==> src/rtl/router_source.sv <==
// Transmit side of the router port: turns a frame command plus client header/payload
// words into destination word, tagged header words, length word and payload on D.
module router_source (
  input  logic        CLK,
  input  logic        RST,
  input  logic        CMD_VALID,
  output logic        CMD_READY,
  input  logic [7:0]  CMD_DEST,
  input  logic [3:0]  CMD_NHDR,
  input  logic [31:0] CMD_LEN,
  input  logic [63:0] IN_DATA,
  input  logic        IN_VALID,
  output logic        IN_READY,
  output logic [63:0] D,
  output logic        D_VALID,
  output logic        BUSY,
  output logic        DONE,
  output logic        ERR
);

  typedef enum logic [2:0] {
    S_IDLE = 3'd0,
    S_DEST = 3'd1,
    S_HDR  = 3'd2,
    S_LENW = 3'd3,
    S_PAY  = 3'd4
  } state_t;

  state_t      state, state_nx;
  logic [7:0]  dest, dest_nx;
  logic [3:0]  hdr_cnt, hdr_cnt_nx;
  logic [31:0] pay_cnt, pay_cnt_nx;
  logic [63:0] d_nx;
  logic        d_valid_nx, done_nx, err_nx;

  // Handshake readiness depends on the state alone, never on the client's valid.
  assign CMD_READY = (state == S_IDLE);
  assign BUSY      = (state != S_IDLE);
  assign IN_READY  = (state == S_HDR) || (state == S_PAY);

  always_ff @(posedge CLK or posedge RST) begin
    if (RST) begin
      state   <= S_IDLE;
      hdr_cnt <= 4'd0;
      pay_cnt <= 32'd0;
      D       <= 64'd0;
      D_VALID <= 1'b0;
      DONE    <= 1'b0;
      ERR     <= 1'b0;
    end else begin
      state   <= state_nx;
      hdr_cnt <= hdr_cnt_nx;
      pay_cnt <= pay_cnt_nx;
      D       <= d_nx;
      D_VALID <= d_valid_nx;
      DONE    <= done_nx;
      ERR     <= err_nx;
    end
  end

  always_ff @(posedge CLK) begin
    dest <= dest_nx;
  end

  always_comb begin
    state_nx   = state;
    dest_nx    = dest;
    hdr_cnt_nx = hdr_cnt;
    pay_cnt_nx = pay_cnt;
    d_nx       = D;
    d_valid_nx = 1'b0;
    done_nx    = 1'b0;
    err_nx     = 1'b0;
    case (state)
      S_IDLE: begin
        if (CMD_VALID) begin
          dest_nx    = CMD_DEST;
          hdr_cnt_nx = CMD_NHDR;
          pay_cnt_nx = CMD_LEN;
          if (CMD_LEN == 32'd0) err_nx = 1'b1;
          else                  state_nx = S_DEST;
        end
      end
      S_DEST: begin
        d_nx       = {56'h0, dest};
        d_valid_nx = 1'b1;
        state_nx   = (hdr_cnt != 4'd0) ? S_HDR : S_LENW;
      end
      S_HDR: begin
        if (IN_VALID) begin
          d_nx       = {8'h01, IN_DATA[55:0]};
          d_valid_nx = 1'b1;
          hdr_cnt_nx = hdr_cnt - 4'd1;
          if (hdr_cnt == 4'd1) state_nx = S_LENW;
        end
      end
      S_LENW: begin
        // The payload counter still holds the untouched length here.
        d_nx       = {32'h0, pay_cnt};
        d_valid_nx = 1'b1;
        state_nx   = S_PAY;
      end
      S_PAY: begin
        if (IN_VALID) begin
          d_nx       = IN_DATA;
          d_valid_nx = 1'b1;
          pay_cnt_nx = pay_cnt - 32'd1;
          if (pay_cnt == 32'd1) begin
            done_nx  = 1'b1;
            state_nx = S_IDLE;
          end
        end
      end
      default: state_nx = S_IDLE;
    endcase
  end

endmodule

==> config.mk <==
export PLATFORM = sky130hd
export DESIGN_NAME = router_source
export DESIGN_NICKNAME = d
export VERILOG_FILES = /design/src/rtl/router_source.sv
export SDC_FILE = /design/constraint.sdc
export NUM_CORES = 1
export LEC_CHECK = 0
export ABC_AREA = 1
export CORE_MARGIN = 3
export CORE_UTILIZATION = 45
export CTS_CLUSTER_SIZE = 14
export DETAILED_ROUTE_END_ITERATION = 10
export PLACE_DENSITY_LB_ADDON = 0.08
export SLEW_MARGIN = 25
export SYNTH_ARGS = -nofsm -noshare
export SYNTH_HDL_FRONTEND = slang
export SYNTH_SLANG_ARGS = --single-unit
==> constraint.sdc <==
create_clock -name CLK -period 9 [get_ports CLK]
set_input_delay 1.8 -clock CLK [delete_from_list [all_inputs] [get_ports CLK]]
set_output_delay 1.8 -clock CLK [all_outputs]
set_load 0.1 [all_outputs]
Yosys cells after proc, flatten, opt, wreduce, memory -nomap -nowiden

Cells that the tools add are included.

Memories kept: 0
Memory bits (read-only): 0
Latch bits: 0
Memory bits (writable): 0
Word-level logic and storage cells: 62
Register bits: 114

Reduce and logical (&&, ||, !) cells: 15
Add/sub/neg operators: 2
Shifts and indexed selects: 0
Magnitude comparators: 0
Bitwise logic cells: 0
Muxes and demuxes: 25
Equal/unequal tests: 12
Multipliers: 0
Divide/modulo/power cells: 0

Operator list:

| kind                                                  | number |
|---|---|
| case mux 64 bit (4 select lines)                      | 1 |
| 2-to-1 mux 64 bit                                     | 2 |
| 2-to-1 mux 32 bit                                     | 2 |
| case mux 32 bit (2 select lines)                      | 1 |
| equality test 32 x 1 -> 1 bit (second input constant) | 1 |
| zero test 32 bit                                      | 1 |
| subtractor 32 x 1 -> 32 bit (second input constant)   | 1 |
| 2-to-1 mux 3 bit                                      | 6 |
| case mux 3 bit (5 select lines)                       | 1 |
| AND reduction 3 bit                                   | 3 |
| 2-to-1 mux 1 bit                                      | 8 |
| 2-to-1 mux 4 bit                                      | 2 |
| != test 2 bit (second input constant)                 | 4 |
| case mux 4 bit (2 select lines)                       | 1 |
| nonzero test 4 bit                                    | 2 |
| equality test 3 x 2 -> 1 bit (second input constant)  | 2 |
| AND reduction 6 bit                                   | 1 |
| equality test 4 x 1 -> 1 bit (second input constant)  | 1 |
| != test 2 x 1 -> 1 bit (second input constant)        | 2 |
| nonzero test 2 bit                                    | 2 |
| OR reduction 2 bit                                    | 2 |
| subtractor 4 x 1 -> 4 bit (second input constant)     | 1 |
| equality test 3 x 1 -> 1 bit (second input constant)  | 1 |
| equality test 3 bit (second input constant)           | 1 |
| other kinds (5)                                       | 5 |

Longest topological paths before layout

Gate-level depths: netlist (run 1).

Depth after elaboration: 4
Depth in mapped cells: 11

Least setup slack after synthesis (run 1)

No wires, ideal clock.

Path kind: flip-flop to output port
From: reg state[1]
To: out CMD_READY
Data required time: 7.200 ns
Cell stages (with the launch flop): 4
Slack: 5.171 ns
Data arrival time: 2.029 ns
Path through: dfrtp_1 > nor2_1 > nand2_1 > inv_1

Cells in the longest elaborated chain, start to end: 1

RTL lines:

| item                   | line | text |
|---|---|---|
| start, declared        | 29   | `state_t state, state_nx;` |
| start signal, assigned | 51   | `state <= state_nx;` |
| zero test 3 bit        | 37   | `assign CMD_READY = (state == S_IDLE);` |
| end, declared          | 7    | `output logic CMD_READY,` |

Every way passes these cells.

Worst setup path in the final report (run 1)

From: reg state[2]
To: out IN_READY

Cells in the longest elaborated chain, start to end: 2
Elaborated cells on any way between the ends: 3

RTL lines:

| item                                                                       | line | text |
|---|---|---|
| equality test 3 x 2 -> 1 bit / equality test 3 bit (equally long branches) | 39   | `assign IN_READY = (state == S_HDR) \|\| (state == S_PAY);` |
| logical OR 1 bit (*)                                                       | 39   |  |
| end, declared                                                              | 13   | `output logic IN_READY,` |

Every way passes the cells marked *; elsewhere a longest branch is shown, timed or not.

==> reports/qor.yml, run 1 <==
slew_viol_final: 0
syn_area_mm2: 0.006163
vias_per_cell: 5.130
cp_num_buf_inv: 3
cp-end-kind: "primary output"
final_common_cell: "clkdlybuf4s50_1"
netlist_instances: 825
clk_latency_ps: 420
ys_ff_latch: 114
critPathLaunchType: "flop"
numPortBuffers: 181
cts_resized: 0
seqPwrFrac_pct: 23.8
clockRootBuffer: "clkbuf_16"
clock_path_buffers: 2
fin_crit_sh_pct: 57.83
min_period_ps: 5205
cp_cell_sequence: "nor3_2, inv_2, nand2_2, buf_4, clkdlybuf4s50_1"
holdBufCountCts: 0
hpwl_mm: 13.42
cts_buffers: 17
internal_power_mw: 1.735
syn_avg_cell_area_um2: 7.471
core_area_mm2: 0.01330
ys_warn_count: 0
drv_cap: 0
drt-total-wl_mm: 18.69
drt_iter0_drc: 604
vias: 6059
dr.pass1.iters: 6
post_drt_wl_per_cell_um: 15.82
crit_family: "buffers and inverters"
fin_nets: 1109
post-cts-setup-buffer-count: 0
cts.clk_slew.worst_paths_ps: 50
num_rows: 42
power.density_mw_per_mm2: 441.4
critical_path_class: "reg -> out"
power_frac_comb_pct: 58.4
relSlewSlack_pct: 29.63
antenna_left: 0
dpl_worst_slack_ps: 4236
seq_area_frac_synth_pct: 46.93
hold_violations: 0
p_sw_mw: 2.083
leakage_nw: 3.775
cp_slowest_cell: "clkdlybuf4s50_1"
grt.overflow.total: 0
fin_skew_ps: 5.403
power_mw: 3.818
drcViolationCount: 0
gp_congestion: 0.9458
cts.sinks: 114
grt_pass1_vias: 5696
antenna_cells: 0
cts_tree: "done"
cpPeakStageDelay_ps: 1250
setup_viol: 0
p_clk_share_pct: 17.8
reg2reg_slack_ps: 5920
synth_top_flop_cell: "dfrtp_1"
post-route-cell-area_mm2: 0.008651
placedInstanceArea_mm2: 0.008054
cp_max_fo: 58
most-common-layout-cells: "clkdlybuf4s50_1 (180), nor2_1 (155), nand2_1 (129), dfrtp_1 (106), inv_1 (105)"
ios: 182
die_h_um: 123.0
syn_nets: 941
grt_max_degree: 101
dieArea_mm2: 0.01514
swShare_pct: 54.55
max_freq_mhz: 192.1
async_reset_ff_share_pct: 92.98
rsz0062_at_grt: "false"
initial_core_util_pct: 46.36
layout-drive-gt1-share_pct: 6.667
synth_edf_count: 8
die_w_um: 123.0
tightest_slew_ps: 1052
vdd_drop_max_mv: 0.3147
crit_required_ps: 7200
outcome: "finished, final reports clean"
grt_first_pass_wirelength_mm: 29.24
grt_usage_pct: 24.99
cts_max_level: 4
antenna_found_initial: 0
layout_setup_ws_ps: 3795
area_delta_synth_final_pct: 40.36
fin_util_pct: 65.07
hp-class: "reg -> reg"
cp.arrival_ps: 3400
post_synth_num_cell_types: 35
tns_ps: 0
==> cell usage after synthesis (3+ instances only) <==
master	n	area (um2)
a21oi_1	51	255.2
a21oi_2	18	157.7
a31oi_1	10	62.56
buf_2	8	40.04
buf_4	3	22.52
buf_6	5	56.30
clkbuf_1	20	75.07
dfrtp_1	106	2653
edfxtp_1	8	240.2
ha_1	4	50.05
inv_1	106	397.9
inv_2	3	11.26
nand2_1	129	484.2
nand3_1	71	355.3
nand4_1	7	43.79
nor2_1	155	581.8
o211ai_1	3	22.52
o21ai_0	79	395.4
o21ai_1	8	40.04
o22ai_1	7	43.79
or2_2	3	18.77
xor2_1	5	43.79
==> stage by stage <==
stage	std cells	hold WS, ps
floorplan	825	486.7
global placement	1150	496.4
detailed placement	1150	501.7
CTS	1181	513.8
global route	1181	530.5
finish	1181	512.9
==> registers in the layout (all words and copies together) (netlist names) <==
| register | cells |
|---|---|
| dest | 8 |
| ERR | 1 |
| state | 3 |
| DONE | 1 |
| hdr_cnt | 4 |
| D_VALID | 1 |
| pay_cnt | 32 |
| D | 64 |
==> worst reg2reg max path, cell delays in order, from the launching register on <==
cell     delay (ps)
dfrtp_1         460
nor3_2          520
inv_2           150
nand2_2          80
buf_4           490
nand2_1         230
o21ai_4         150
buf_6           570
o21ai_0         290
==> cell families (layout without fill, tap and decap cells) <==
family / after synthesis / in the layout / share of synthesized area, %
DFF: 114 / 114 / 46.93
and+or+nand+nor: 371 / 371 / 24.75
xor gates and xnor gates: 5 / 5 / 0.7105
buffers and inverters: 147 / 327 / 9.907
AOI/OAI and AO/OA: 184 / 184 / 16.89
adders and majority gates: 4 / 4 / 0.8121
==> layout make-up <==
class | count | area [um2]
Fill cell | 1231 | 4644
Sequential cell | 114 | 2893
Multi-Input combinational cell | 564 | 2673
Timing Repair Buffer | 187 | 1856
Clock buffer | 22 | 494.2
Inverter | 109 | 411.6
Tap cell | 176 | 220.2
Clock inverter | 9 | 103.9
==> power groups by stage <==
| stage | clock network [mW] | logic (mW) | registers (mW) |
|---|---|---|---|
| 4_1_cts | 0.688 | 2.24 | 0.906 |
| 3_3_place_gp | 0 | 2.21 | 0.907 |
| 2_1_floorplan | 0 | 0.864 | 1.75 |
| 5_1_grt | 0.714 | 2.39 | 0.939 |
| 3_5_place_dp | 0 | 2.23 | 0.914 |
| 6_report | 0.679 | 2.23 | 0.908 |
==> metal layers <==
metal | wire [um] | global-route usage (%) | vias up
met3 | 1354 | 6.313 | 36
met5 | 0 | 0 | -
met4 | 393 | 8.235 | 0
met1 | 8547 | 34.74 | 2784
met2 | 8391 | 38.37 | 226
li1 | - | - | 3013
==> final timing paths <==
kind                           from          to  cells past startpoint
max                        state[2]    IN_READY                      5
min                           D[22]       D[22]                      2
max reg2reg                state[2]       D[42]                      8
min reg2reg                   D[22]       D[22]                      2
max in group asynchronous       RST  hdr_cnt[1]                      3
min in group asynchronous       RST       D[35]                      2
Power figures use the tool's default switching activity.
==> inputs of run 2 (changes only) <==
Clock period 9 ns to 5 ns, I/O delays scaled along.
==> run 2 against run 1 <==
Against the previous run: critical path depth is 2 higher; worst setup slack worse by 2500 ps; sequential share of layout area hardly changed; non-clock buffer count is 2 higher; total power is 80% higher; clock power is 77% higher; worst hold slack hardly changed; utilization hardly changed; largest power group unchanged; highest routed layer unchanged.
==> reports/qor.yml, run 2 (synthesized netlist as in run 1, its figures left out) <==
internal_power_mw: 3.115
ios: 182
cts.sinks: 114
rr_startpoint: "state[0]"
swShare_pct: 54.77
p_clk_share_pct: 17.5
cts.clk_slew.worst_paths_ps: 60
rsz0062_at_grt: "false"
drv_cap: 0
initial_core_util_pct: 46.36
grt_pass1_vias: 5513
vias: 6124
cp_max_fo: 61
clock_path_buffers: 2
cp.arrival_ps: 2660
antenna_cells: 0
hold_violations: 0
hpwl_mm: 13.42
holdWs_ps: 512.8
setup_viol: 0
gp_congestion: 0.9331
area_delta_synth_final_pct: 40.46
layout-drive-gt1-share_pct: 6.647
whs_endpoint: "D[23]"
r2r_cells: 11
vdd_drop_max_mv: 0.5157
outcome: "finished, final reports clean"
min_from: "D[23]"
post_drt_wl_per_cell_um: 15.80
seqPwrFrac_pct: 23.8
vias_per_cell: 5.172
grt_max_degree: 105
whs_path_depth: 2
most-common-layout-cells: "clkdlybuf4s50_1 (180), nor2_1 (155), nand2_1 (129), dfrtp_1 (106), inv_1 (105)"
clockRootBuffer: "clkbuf_16"
num_rows: 42
fin_skew_ps: 6.850
clk_latency_ps: 420
cts_tree: "done"
die_w_um: 123.0
reg2reg_to: "D[17]"
power_frac_comb_pct: 58.7
final_common_cell: "clkdlybuf4s50_1"
fin_nets: 1111
drt_iter0_drc: 585
cts_max_level: 4
largest_register: "D"
dieArea_mm2: 0.01514
tns_ps: 0
grt.overflow.total: 0
cts_buffers: 17
relSlewSlack_pct: 30.19
core_area_mm2: 0.01330
post-cts-setup-buffer-count: 0
tightest_slew_ps: 1044
antenna_left: 0
p_sw_mw: 3.771
fin_crit_sh_pct: 73.13
holdBufCountCts: 0
antenna_found_initial: 0
slew_viol_final: 0
power.density_mw_per_mm2: 795.4
max_freq_mhz: 273.5
power_mw: 6.886
numPortBuffers: 181
cp-end-kind: "primary output"
grt_first_pass_wirelength_mm: 29.10
drt-total-wl_mm: 18.71
dr.pass1.iters: 5
largest_reg_flops: 64
cts_resized: 0
crit_required_ps: 4000
reg2reg_slack_ps: 2010
leakage_nw: 3.783
reg.largest.list: "D: 64 flops, pay_cnt: 32 flops, dest: 8 flops"
hp-class: "reg -> reg"
min_period_ps: 3656
drcViolationCount: 0
critPathLaunchType: "flop"
grt_usage_pct: 24.88
critical_path_class: "reg -> out"
die_h_um: 123.0
[run 2: power groups by stage]
| stage | registers (mW) | logic (mW) | clock network [mW] |
|---|---|---|---|
| global placement | 1.63 | 4.00 | 0 |
| floorplan | 3.16 | 1.55 | 0 |
| finish | 1.64 | 4.04 | 1.20 |
| global route | 1.69 | 4.32 | 1.27 |
| detailed placement | 1.64 | 4.03 | 0 |
| CTS | 1.63 | 4.05 | 1.22 |
[run 2: layout make-up]
type / count / area [um2]
fill: 1177 / 4638
clock inverter: 12 / 141.4
sequential: 114 / 2893
multi-input combinational: 564 / 2673
clock buffer: 20 / 436.7
inverter: 109 / 411.6
tap: 176 / 220.2
timing repair buffer: 189 / 1882
[run 2: through the flow]
step	worst slack, ps	cells	utilization (%)	area (um2)
final	1344	1184	65.11	8657
after detailed placement	1456	1152	60.77	8079
after global routing	1197	1184	65.11	8657
after floorplan	1211	825	-	6163
after CTS	1385	1184	65.11	8657
after global placement	1475	1152	60.77	8079
[run 2: routing by layer]
layer / vias up / routed length (um) / global-route usage [%]
li1: 3019 / - / -
met1: 2819 / 8533 / 36.44
met2: 266 / 8242 / 36.28
met3: 20 / 1656 / 6.496
met4: 0 / 277 / 7.474
met5: - / 0 / 0
[run 2: worst max-delay path, cell delays in order (launching register included)]
cell	delay (ps)
dfrtp_1	430
inv_1	150
nand2_1	110
nor2_4	80
buf_4	500
inv_2	380
nand2_2	260
buf_4	320
[run 2: worst max path at each step]
| stage | start | end | slack [ps] | cells after the start |
|---|---|---|---|---|
| CTS | state[0] | IN_READY | 1380 | 7 |
| floorplan | RST | DONE | 1210 | 1 |
| global route | state[0] | IN_READY | 1200 | 7 |
| global placement | CMD_VALID | pay_cnt[15] | 1480 | 9 |
| finish | state[0] | IN_READY | 1340 | 7 |
| detailed placement | CMD_VALID | pay_cnt[15] | 1460 | 9 |
==> inputs of run 3 (changes only) <==
Settings changed: CORE_UTILIZATION 45 to 43.
Clock period 5 ns to 3.05 ns, I/O delays scaled along.
==> run 3 against run 2 <==
Against the previous run: sequential power up 64%; non-clock buffer count up 9; die area up 4.4%; utilization shrank 3.0 points; final area is essentially flat; routed wire length up 2.6%; cell count rose by 1.1%; combinational power increased by 63%; worst hold slack improved by 7.8 ps; critical path depth shrank 1; via count up 0.54%; largest cell class unchanged; highest routed layer unchanged.
==> reports/qor.yml, run 3 (synthesized netlist as in run 1, its figures left out) <==
outcome: "finished, final reports clean"
ios: 182
fin_skew_ps: 9.826
fin_nets: 1120
num_rows: 43
vdd_drop_max_mv: 0.6609
clk_latency_ps: 420
grt.overflow.total: 0
critPathLaunchType: "flop"
gp_congestion: 0.8863
antenna_cells: 0
post-cts-setup-buffer-count: 0
rr_startpoint: "state[0]"
post_drt_wl_per_cell_um: 16.04
crit_required_ps: 2440
swShare_pct: 54.60
p_sw_mw: 6.234
cp.arrival_ps: 1890
clockRootBuffer: "clkbuf_16"
rsz0062_at_grt: "false"
hold_violations: 0
area_delta_synth_final_pct: 40.44
whs_path_depth: 2
cp-startpoint: "state[0]"
grt_pass1_vias: 5687
dr.pass1.iters: 6
drt_iter0_drc: 579
dpl_worst_slack_ps: 697.7
min_period_ps: 2499
cts.clk_slew.worst_paths_ps: 60
clock_path_buffers: 2
core_area_mm2: 0.01393
hpwl_mm: 14.27
most-common-layout-cells: "nor2_1 (155), nand2_1 (129), clkdlybuf4s50_1 (111), dfrtp_1 (106), inv_1 (105)"
cts_resized: 0
largest_reg_flops: 64
vias: 6157
critical_path_class: "reg -> out"
drv_cap: 0
holdBufCountCts: 0
initial_core_util_pct: 44.23
fin_crit_sh_pct: 81.95
min_from: "D[19]"
cts.sinks: 114
hp-class: "reg -> reg"
antenna_left: 0
reg.largest.list: "D: 64 flops, pay_cnt: 32 flops, dest: 8 flops"
whs_endpoint: "D[19]"
die_w_um: 125.7
slew_viol_final: 0
seqPwrFrac_pct: 23.6
layout-drive-gt1-share_pct: 14.55
cts_buffers: 17
power_frac_comb_pct: 57.8
cp_max_fo: 15
fillCellCount: 1298
relSlewSlack_pct: 55.95
leakage_nw: 3.946
power.density_mw_per_mm2: 1319
drcViolationCount: 0
die_h_um: 125.7
final_common_cell: "nor2_1"
drt-total-wl_mm: 19.20
reg2reg_to: "D[5]"
internal_power_mw: 5.185
cp-end-kind: "primary output"
grt_max_degree: 54
layout_setup_ws_ps: 550.6
p_clk_share_pct: 18.6
cts_max_level: 4
setup_viol: 0
cts_tree: "done"
tns_ps: 0
max_freq_mhz: 400.1
grt_usage_pct: 24.33
r2r_cells: 10
numPortBuffers: 181
largest_register: "D"
antenna_found_initial: 0
tightest_slew_ps: 658.2
vias_per_cell: 5.144
dieArea_mm2: 0.01581
reg2reg_slack_ps: 690
grt_first_pass_wirelength_mm: 30.70
## run 3: changes by cell type in the layout (fill, tap and decap cells not counted), sizes merged
cell           delta
clkbuf            +1
clkinvlp          +3
inv               +1
clkdlybuf4s50    -69
clkinv            -5
buf              +78
## run 3: per-stage QoR
stage	hold slack [ps]	instances	cell area (um2)	power (mW)	utilization (%)
2_1_floorplan	486.7	825	6167	7.727	-
3_3_place_gp	500.2	1165	8018	9.241	57.54
3_5_place_dp	511.2	1165	8018	9.292	57.54
4_1_cts	523.9	1197	8656	11.44	62.12
5_1_grt	532.9	1197	8656	12.06	62.12
6_report	520.6	1197	8656	11.42	62.12
## run 3: worst max-delay path by stage
stage | to | slack [ps] | cells past startpoint
global placement | pay_cnt[15] | 740 | 9
CTS | IN_READY | 520 | 6
detailed placement | pay_cnt[15] | 700 | 9
floorplan | pay_cnt[18] | 380 | 9
global route | IN_READY | 410 | 6
finish | IN_READY | 550 | 6
## run 3: final cells by class
class                      instances  area [um2]  area share (%)
clock buffer                      21       491.7           5.681
clock inverter                    11       146.4           1.691
inverter                         109       412.9           4.770
multi-input combinational        564        2673           30.88
sequential                       114        2893           33.42
tap                              180       225.2           2.602
timing repair buffer             198        1814           20.96
## run 3: power groups by stage
stage	Combinational [mW]	Clock [mW]	Sequential, mW
2_1_floorplan	2.55	0	5.18
3_3_place_gp	6.55	0	2.69
3_5_place_dp	6.59	0	2.70
4_1_cts	6.61	2.15	2.68
5_1_grt	7.06	2.22	2.78
6_report	6.60	2.13	2.69
## run 3: critical path: stages, from the launching register on
cell and delay, ps:
dfrtp_1 430, inv_1 160, nand2_1 120, nor2_4 330, inv_2 70, nand2_2 150
buf_12 200
## run 3: per-layer routing
metal | routed length (um) | part of all wire, % | global-route usage [%]
met5 | 0 | 0 | 0
met4 | 253 | 1.3 | 7.143
met3 | 1376 | 7.2 | 4.962
met2 | 8630 | 45 | 36.75
met1 | 8936 | 47 | 35.50
